### config.mk
export PLATFORM = sky130hd
export DESIGN_NAME = pe_reduce_flat
export DESIGN_NICKNAME = d
export VERILOG_FILES = /design/src/rtl/pe_reduce_if.sv /design/src/rtl/pe_reduce.sv /design/src/flat_wrapper.sv
export SDC_FILE = /design/constraint.sdc
export NUM_CORES = 2
export LEC_CHECK = 0
export CELL_PAD_IN_SITES_DETAIL_PLACEMENT = 1
export CELL_PAD_IN_SITES_GLOBAL_PLACEMENT = 2
export CORE_ASPECT_RATIO = 0.9
export CORE_UTILIZATION = 41
export DETAILED_ROUTE_END_ITERATION = 10
export GPL_ROUTABILITY_DRIVEN = 0
export PLACE_DENSITY_LB_ADDON = 0.1
export SETUP_SLACK_MARGIN = 0.3
export SYNTH_ARGS = -nofsm -noshare
export SYNTH_HDL_FRONTEND = slang
export SYNTH_SLANG_ARGS = --single-unit
### constraint.sdc
create_clock -name clk -period 105 [get_ports clk]
set_input_delay 10.5 -clock clk [delete_from_list [all_inputs] [get_ports clk]]
set_output_delay 10.5 -clock clk [all_outputs]
set_load 0.01 [all_outputs]
### src/rtl/pe_reduce_if.sv
// pe_reduce handshake bundle: vector beats in, scalar sums out.
// master drives beats and out_ready; slave is the reducer.
interface pe_reduce_if #(
  parameter int NoOfElem = 16,
  parameter int wordSize = 32,
  parameter int GUARD    = 8
);
  localparam int OUT_W = wordSize + GUARD;

  logic                               in_valid;
  logic                               in_ready;
  logic [NoOfElem-1:0][wordSize-1:0]  in_vec;
  logic                               in_last;
  logic                               out_valid;
  logic                               out_ready;
  logic [OUT_W-1:0]                   out_sum;
  logic [7:0]                         out_count;
  logic                               out_ovf;

  modport master (
    output in_valid, in_vec, in_last, out_ready,
    input  in_ready, out_valid, out_sum, out_count, out_ovf
  );

  modport slave (
    input  in_valid, in_vec, in_last, out_ready,
    output in_ready, out_valid, out_sum, out_count, out_ovf
  );
endinterface

### src/rtl/pe_reduce.sv
// Lane-sum reducer: pipelined adder tree plus grouped
// accumulation with sticky overflow, valid/ready scalar output.
module pe_reduce #(
  parameter int NoOfElem = 16,
  parameter int wordSize = 32,
  parameter int GUARD    = 8
) (
  input logic       clk,
  input logic       RESET,
  pe_reduce_if.slave bus
);
  localparam int L     = $clog2(NoOfElem);
  localparam int OUT_W = wordSize + GUARD;

  logic             en;
  logic             out_valid;
  logic [OUT_W-1:0] out_sum;
  logic [7:0]       out_count;
  logic             out_ovf;
  logic [OUT_W-1:0] acc;
  logic [7:0]       cnt;
  logic             ovfs;
  logic [OUT_W-1:0] tl;
  logic [OUT_W-1:0] s;
  logic             ovf_now;
  logic [7:0]       cnt_next;
  logic             vl;
  logic             ll;

  // Whole pipeline moves together; stalls only on a held result.
  assign en           = !out_valid || bus.out_ready;
  assign bus.in_ready = en;

  genvar k;
  generate
    for (k = 0; k <= L; k++) begin : lv
      localparam int N = NoOfElem >> k;
      logic [N*OUT_W-1:0] d;
      logic               v;
      logic               l;
      if (k == 0) begin : g_in
        logic [N*OUT_W-1:0] ext;
        // Sign-extend every lane to the full result width.
        always_comb begin
          ext = '0;
          for (int i = 0; i < N; i++) begin
            ext[i*OUT_W +: OUT_W] =
              {{GUARD{bus.in_vec[i][wordSize-1]}},
               bus.in_vec[i]};
          end
        end
        // Capture an accepted beat; insert a bubble otherwise.
        always_ff @(posedge clk or posedge RESET) begin
          if (RESET) begin
            d <= '0;
            v <= 1'b0;
            l <= 1'b0;
          end else if (en) begin
            v <= bus.in_valid;
            if (bus.in_valid) begin
              d <= ext;
              l <= bus.in_last;
            end
          end
        end
      end else begin : g_add
        logic [N*OUT_W-1:0] sum;
        // Pairwise sums of the previous level.
        always_comb begin
          sum = '0;
          for (int j = 0; j < N; j++) begin
            sum[j*OUT_W +: OUT_W] =
              lv[k-1].d[(2*j)*OUT_W +: OUT_W] +
              lv[k-1].d[(2*j+1)*OUT_W +: OUT_W];
          end
        end
        // Register the level; valid and last ride along.
        always_ff @(posedge clk or posedge RESET) begin
          if (RESET) begin
            d <= '0;
            v <= 1'b0;
            l <= 1'b0;
          end else if (en) begin
            d <= sum;
            v <= lv[k-1].v;
            l <= lv[k-1].l;
          end
        end
      end
    end
  endgenerate

  assign tl = lv[L].d;
  assign vl = lv[L].v;
  assign ll = lv[L].l;

  assign s        = acc + tl;
  assign ovf_now  = (acc[OUT_W-1] == tl[OUT_W-1]) &&
                    (s[OUT_W-1] != acc[OUT_W-1]);
  assign cnt_next = (cnt == 8'hFF) ? cnt : cnt + 8'd1;

  // Fold tree results into the group; publish on the last beat.
  always_ff @(posedge clk or posedge RESET) begin
    if (RESET) begin
      acc       <= '0;
      cnt       <= '0;
      ovfs      <= 1'b0;
      out_valid <= 1'b0;
      out_sum   <= '0;
      out_count <= '0;
      out_ovf   <= 1'b0;
    end else if (en) begin
      if (vl && ll) begin
        out_sum   <= s;
        out_count <= cnt_next;
        out_ovf   <= ovfs | ovf_now;
        out_valid <= 1'b1;
        acc       <= '0;
        cnt       <= '0;
        ovfs      <= 1'b0;
      end else begin
        out_valid <= 1'b0;
        if (vl) begin
          acc  <= s;
          cnt  <= cnt_next;
          ovfs <= ovfs | ovf_now;
        end
      end
    end
  end

  assign bus.out_valid = out_valid;
  assign bus.out_sum   = out_sum;
  assign bus.out_count = out_count;
  assign bus.out_ovf   = out_ovf;
endmodule
### src/flat_wrapper.sv
// flat-port wrapper written by rule: the top's interface ports become plain ports
module pe_reduce_flat 
#(
  parameter int NoOfElem = 16,
  parameter int wordSize = 32,
  parameter int GUARD    = 8
)
  (clk, RESET, bus_in_valid, bus_in_vec, bus_in_last, bus_out_ready, bus_in_ready, bus_out_valid, bus_out_sum, bus_out_count, bus_out_ovf);
  pe_reduce_if #(.NoOfElem(NoOfElem), .wordSize(wordSize), .GUARD(GUARD)) bus_i ();
  input logic clk;
  input logic RESET;
  input wire logic [$bits(bus_i.in_valid)-1:0] bus_in_valid;
  input wire logic [$bits(bus_i.in_vec)-1:0] bus_in_vec;
  input wire logic [$bits(bus_i.in_last)-1:0] bus_in_last;
  input wire logic [$bits(bus_i.out_ready)-1:0] bus_out_ready;
  output wire logic [$bits(bus_i.in_ready)-1:0] bus_in_ready;
  output wire logic [$bits(bus_i.out_valid)-1:0] bus_out_valid;
  output wire logic [$bits(bus_i.out_sum)-1:0] bus_out_sum;
  output wire logic [$bits(bus_i.out_count)-1:0] bus_out_count;
  output wire logic [$bits(bus_i.out_ovf)-1:0] bus_out_ovf;
  assign bus_i.in_valid = bus_in_valid;
  assign bus_i.in_vec = bus_in_vec;
  assign bus_i.in_last = bus_in_last;
  assign bus_i.out_ready = bus_out_ready;
  assign bus_in_ready = bus_i.in_ready;
  assign bus_out_valid = bus_i.out_valid;
  assign bus_out_sum = bus_i.out_sum;
  assign bus_out_count = bus_i.out_count;
  assign bus_out_ovf = bus_i.out_ovf;
  pe_reduce #(.NoOfElem(NoOfElem), .wordSize(wordSize), .GUARD(GUARD)) u_core (.clk(clk), .RESET(RESET), .bus(bus_i));
endmodule
==> flow_summary.yaml <==
routing:
  wl_um: 203000
  via_count: 54488
  ant_nets: 0
  vias_per_cell: 5.45
  post_drt_wl_per_cell_um: 20.3
  drt_iter0_markers: 2613
  drc: 0
  dr.pass1.iters: 5
logic_synthesis:
  synth.distinct_cells: 93
  synth_compound_gate_area_share: 0.186
  netlist_instances: 7087
  synth_flop_cell: "dfrtp_1"
  synth-seq-cells: 1221
  synth_edf_count: 0
  synth_warnings: 0
  synth-async-reset-ratio: 1.00
  syn-num-nets: 8189
  syn_avg_cell_area_sq_um: 9.98
  synth_top_family_by_area: "compound AO/OA/AOI/OAI gates"
  syn_area_sq_um: 70700
  yosys.area_share.adder: 0.105
  synth-simple-area-share: 0.105
  synthMuxAreaShare: 0.0872
  seq_area_frac_synth: 0.432
  synth-xor-area-share: 0.0609
critical_path:
  cp_common_cell: "clkdlybuf4s50_1"
  cpPeakStageDelay_ns: 0.58
  start_kind: "input pin"
  arrival_ns: 12.55
  r2r_setup_slack_ns: 99.70
  worstPathCellList: "clkdlybuf4s50_1, nor2b_4, buf_4, inv_8, clkdlybuf4s50_1"
  cp_slowest_cell: "clkdlybuf4s50_1"
  cp.depth: 5
  critical_path_buf_inv_count: 4
  crit_path_end_kind: "primary output"
  worst-path-max-fanout: 73
  cp.required_ns: 94.50
  cp_top_family: "buffers and inverters"
  r2r_cells: 8
  critPathKind: "in2out"
die:
  die_area_sq_um: 174000
  die_w_um: 440
  die_y_um: 396
  ios: 568
  start_util: 0.413
  fp-row-count: 144
  core_sq_um: 171000
sta:
  fin_crit_ns: 23.05
  slew_violations: 0
  fin_crit_sh: 0.220
  skew_ns: 0.0316
  slew_headroom: 0.233
  finalSetupViolations: 0
  report.final.hold_viol_count: 0
  hold_slack_ns: 0.478
  tns_ns: 0
  max_clock_freq_mhz: 43.4
  grt_setup_unrepaired: "false"
  tightest_slew_ns: 1.14
placement:
  io_buffers: 567
  place_hpwl_um: 156000
clocking:
  htreeDepth: 4
  clockRootBuffer: "clkbuf_16"
  cts_resized: 0
  cts_tree: "built"
  numCtsBuffers: 145
  cts_max_path_buffers: 3
  postCtsHoldBufs: 0
  cts.sinks: 1221
  post_cts_buffers: 0
  worstSkewPairLatency_ns: 0.79
  clk_pin_slew_ns: 0.06
layout:
  final_cell_mix: "1221 x dfrtp_1, 743 x a21oi_1, 631 x nand2_1, 569 x ha_1, 567 x clkdlybuf4s50_1"
  fin_nets: 8719
  fillCellCount: 18938
  syn_to_final_growth_pct: 18.5
  final_common_cell: "dfrtp_1"
  drive_above_1_share: 0.114
hold_path:
  hp-class: "reg2reg"
  hold_depth: 2
power:
  p_leak_uw: 0.0372
  p_per_area_nw_per_um2: 37.9
  ir_drop_uv: 16.9
outcome:
  status: "completed"
global_routing:
  grt_pass1_wl_um: 325000
  antenna_found_initial: 21
  grt-ovfl-total: 0
  grt_max_degree: 193
  first_global_vias: 57442
  track_usage: 0.234
job:
  drv_cap: 0
[final cells by class]
class / count / area [sq um] / area share
Clock buffer: 208 / 4270 / 0.0510
Antenna cell: 5 / 12.5 / 0.000149
Timing Repair Buffer: 611 / 6030 / 0.0720
Inverter: 199 / 762 / 0.00910
Clock inverter: 57 / 739 / 0.00883
Sequential cell: 1221 / 30600 / 0.365
Tap cell: 2263 / 2830 / 0.0338
Multi-Input combinational cell: 5439 / 38600 / 0.460
[where the power goes]
part | switching, uW | internal, uW | leakage [uW] | total [uW]
Combinational | 1050 | 768 | 0.0204 | 1820
Sequential | 154 | 678 | 0.0144 | 832
Clock | 212 | 316 | 0.00246 | 528
Total | 1410 | 1760 | 0.0372 | 3180
[tightest hold or removal path: stages, from the launching register on]
cell and delay [ns]:
dfrtp_1 0.35, nand2_1 0.05, nand2_1 0.05
[metal layers]
metal	share of wire	track usage
met3	0.032	0.0300
met1	0.50	0.342
met5	0.00011	0
met2	0.45	0.364
met4	0.024	0.0601
[per-stage QoR]
stage                     std cells  total power (uW)  instance area [sq um]  utilization  setup WS [ns]
after floorplan                7087              2110                  70700            -          60.10
after global placement         9733              2610                  78800        0.460          81.93
after detailed placement       9733              2660                  78800        0.460          81.91
after CTS                      9998              3210                  83800        0.489          81.90
after global routing          10003              3450                  83800        0.489          81.81
final                         10003              3180                  83800        0.489          81.95
[final timing paths]
kind | from | to
setup / recovery | bus_out_ready | bus_in_ready
max in group asynchronous | RESET | u_core.lv[0].d[616]
min in group asynchronous | RESET | u_core.bus.out_sum[12]
hold reg to reg | u_core.lv[1].d[80] | u_core.lv[1].d[80]
setup reg to reg | u_core.bus.out_valid | u_core.lv[0].d[98]
hold / removal | u_core.lv[1].d[80] | u_core.lv[1].d[80]
[synth_stat cells (77+ instances only)]
master	n	share of area
a21o_1	285	0.030
a21oi_1	743	0.053
clkbuf_1	215	0.011
dfrtp_1	1221	0.43
ha_1	569	0.10
inv_1	199	0.011
mux2_2	545	0.087
nand2_1	633	0.034
nand3_1	77	0.0054
nor2_1	565	0.030
o21a_1	90	0.0096
o21ai_0	501	0.035
o21bai_1	80	0.0085
xnor2_1	246	0.030
xor2_1	244	0.030
[cell families after synthesis]
family	after synthesis
AO/OA/AOI/OAI	2130
flip-flops	1221
multiplexers	548
buffers and inverters	427
AND/OR/NAND/NOR	1685
XOR/XNOR	491
adder cells (fa/ha/maj)	585
[registers in the layout, indices dropped and copies added (netlist names), 4 cells and up]
signal,count
u_core.cnt,8
u_core.lv.v,5
u_core.bus.out_sum,40
u_core.acc,40
u_core.lv.d,1112
u_core.lv.l,4
u_core.bus.out_count,8
(Power assumes the default switching activity.)
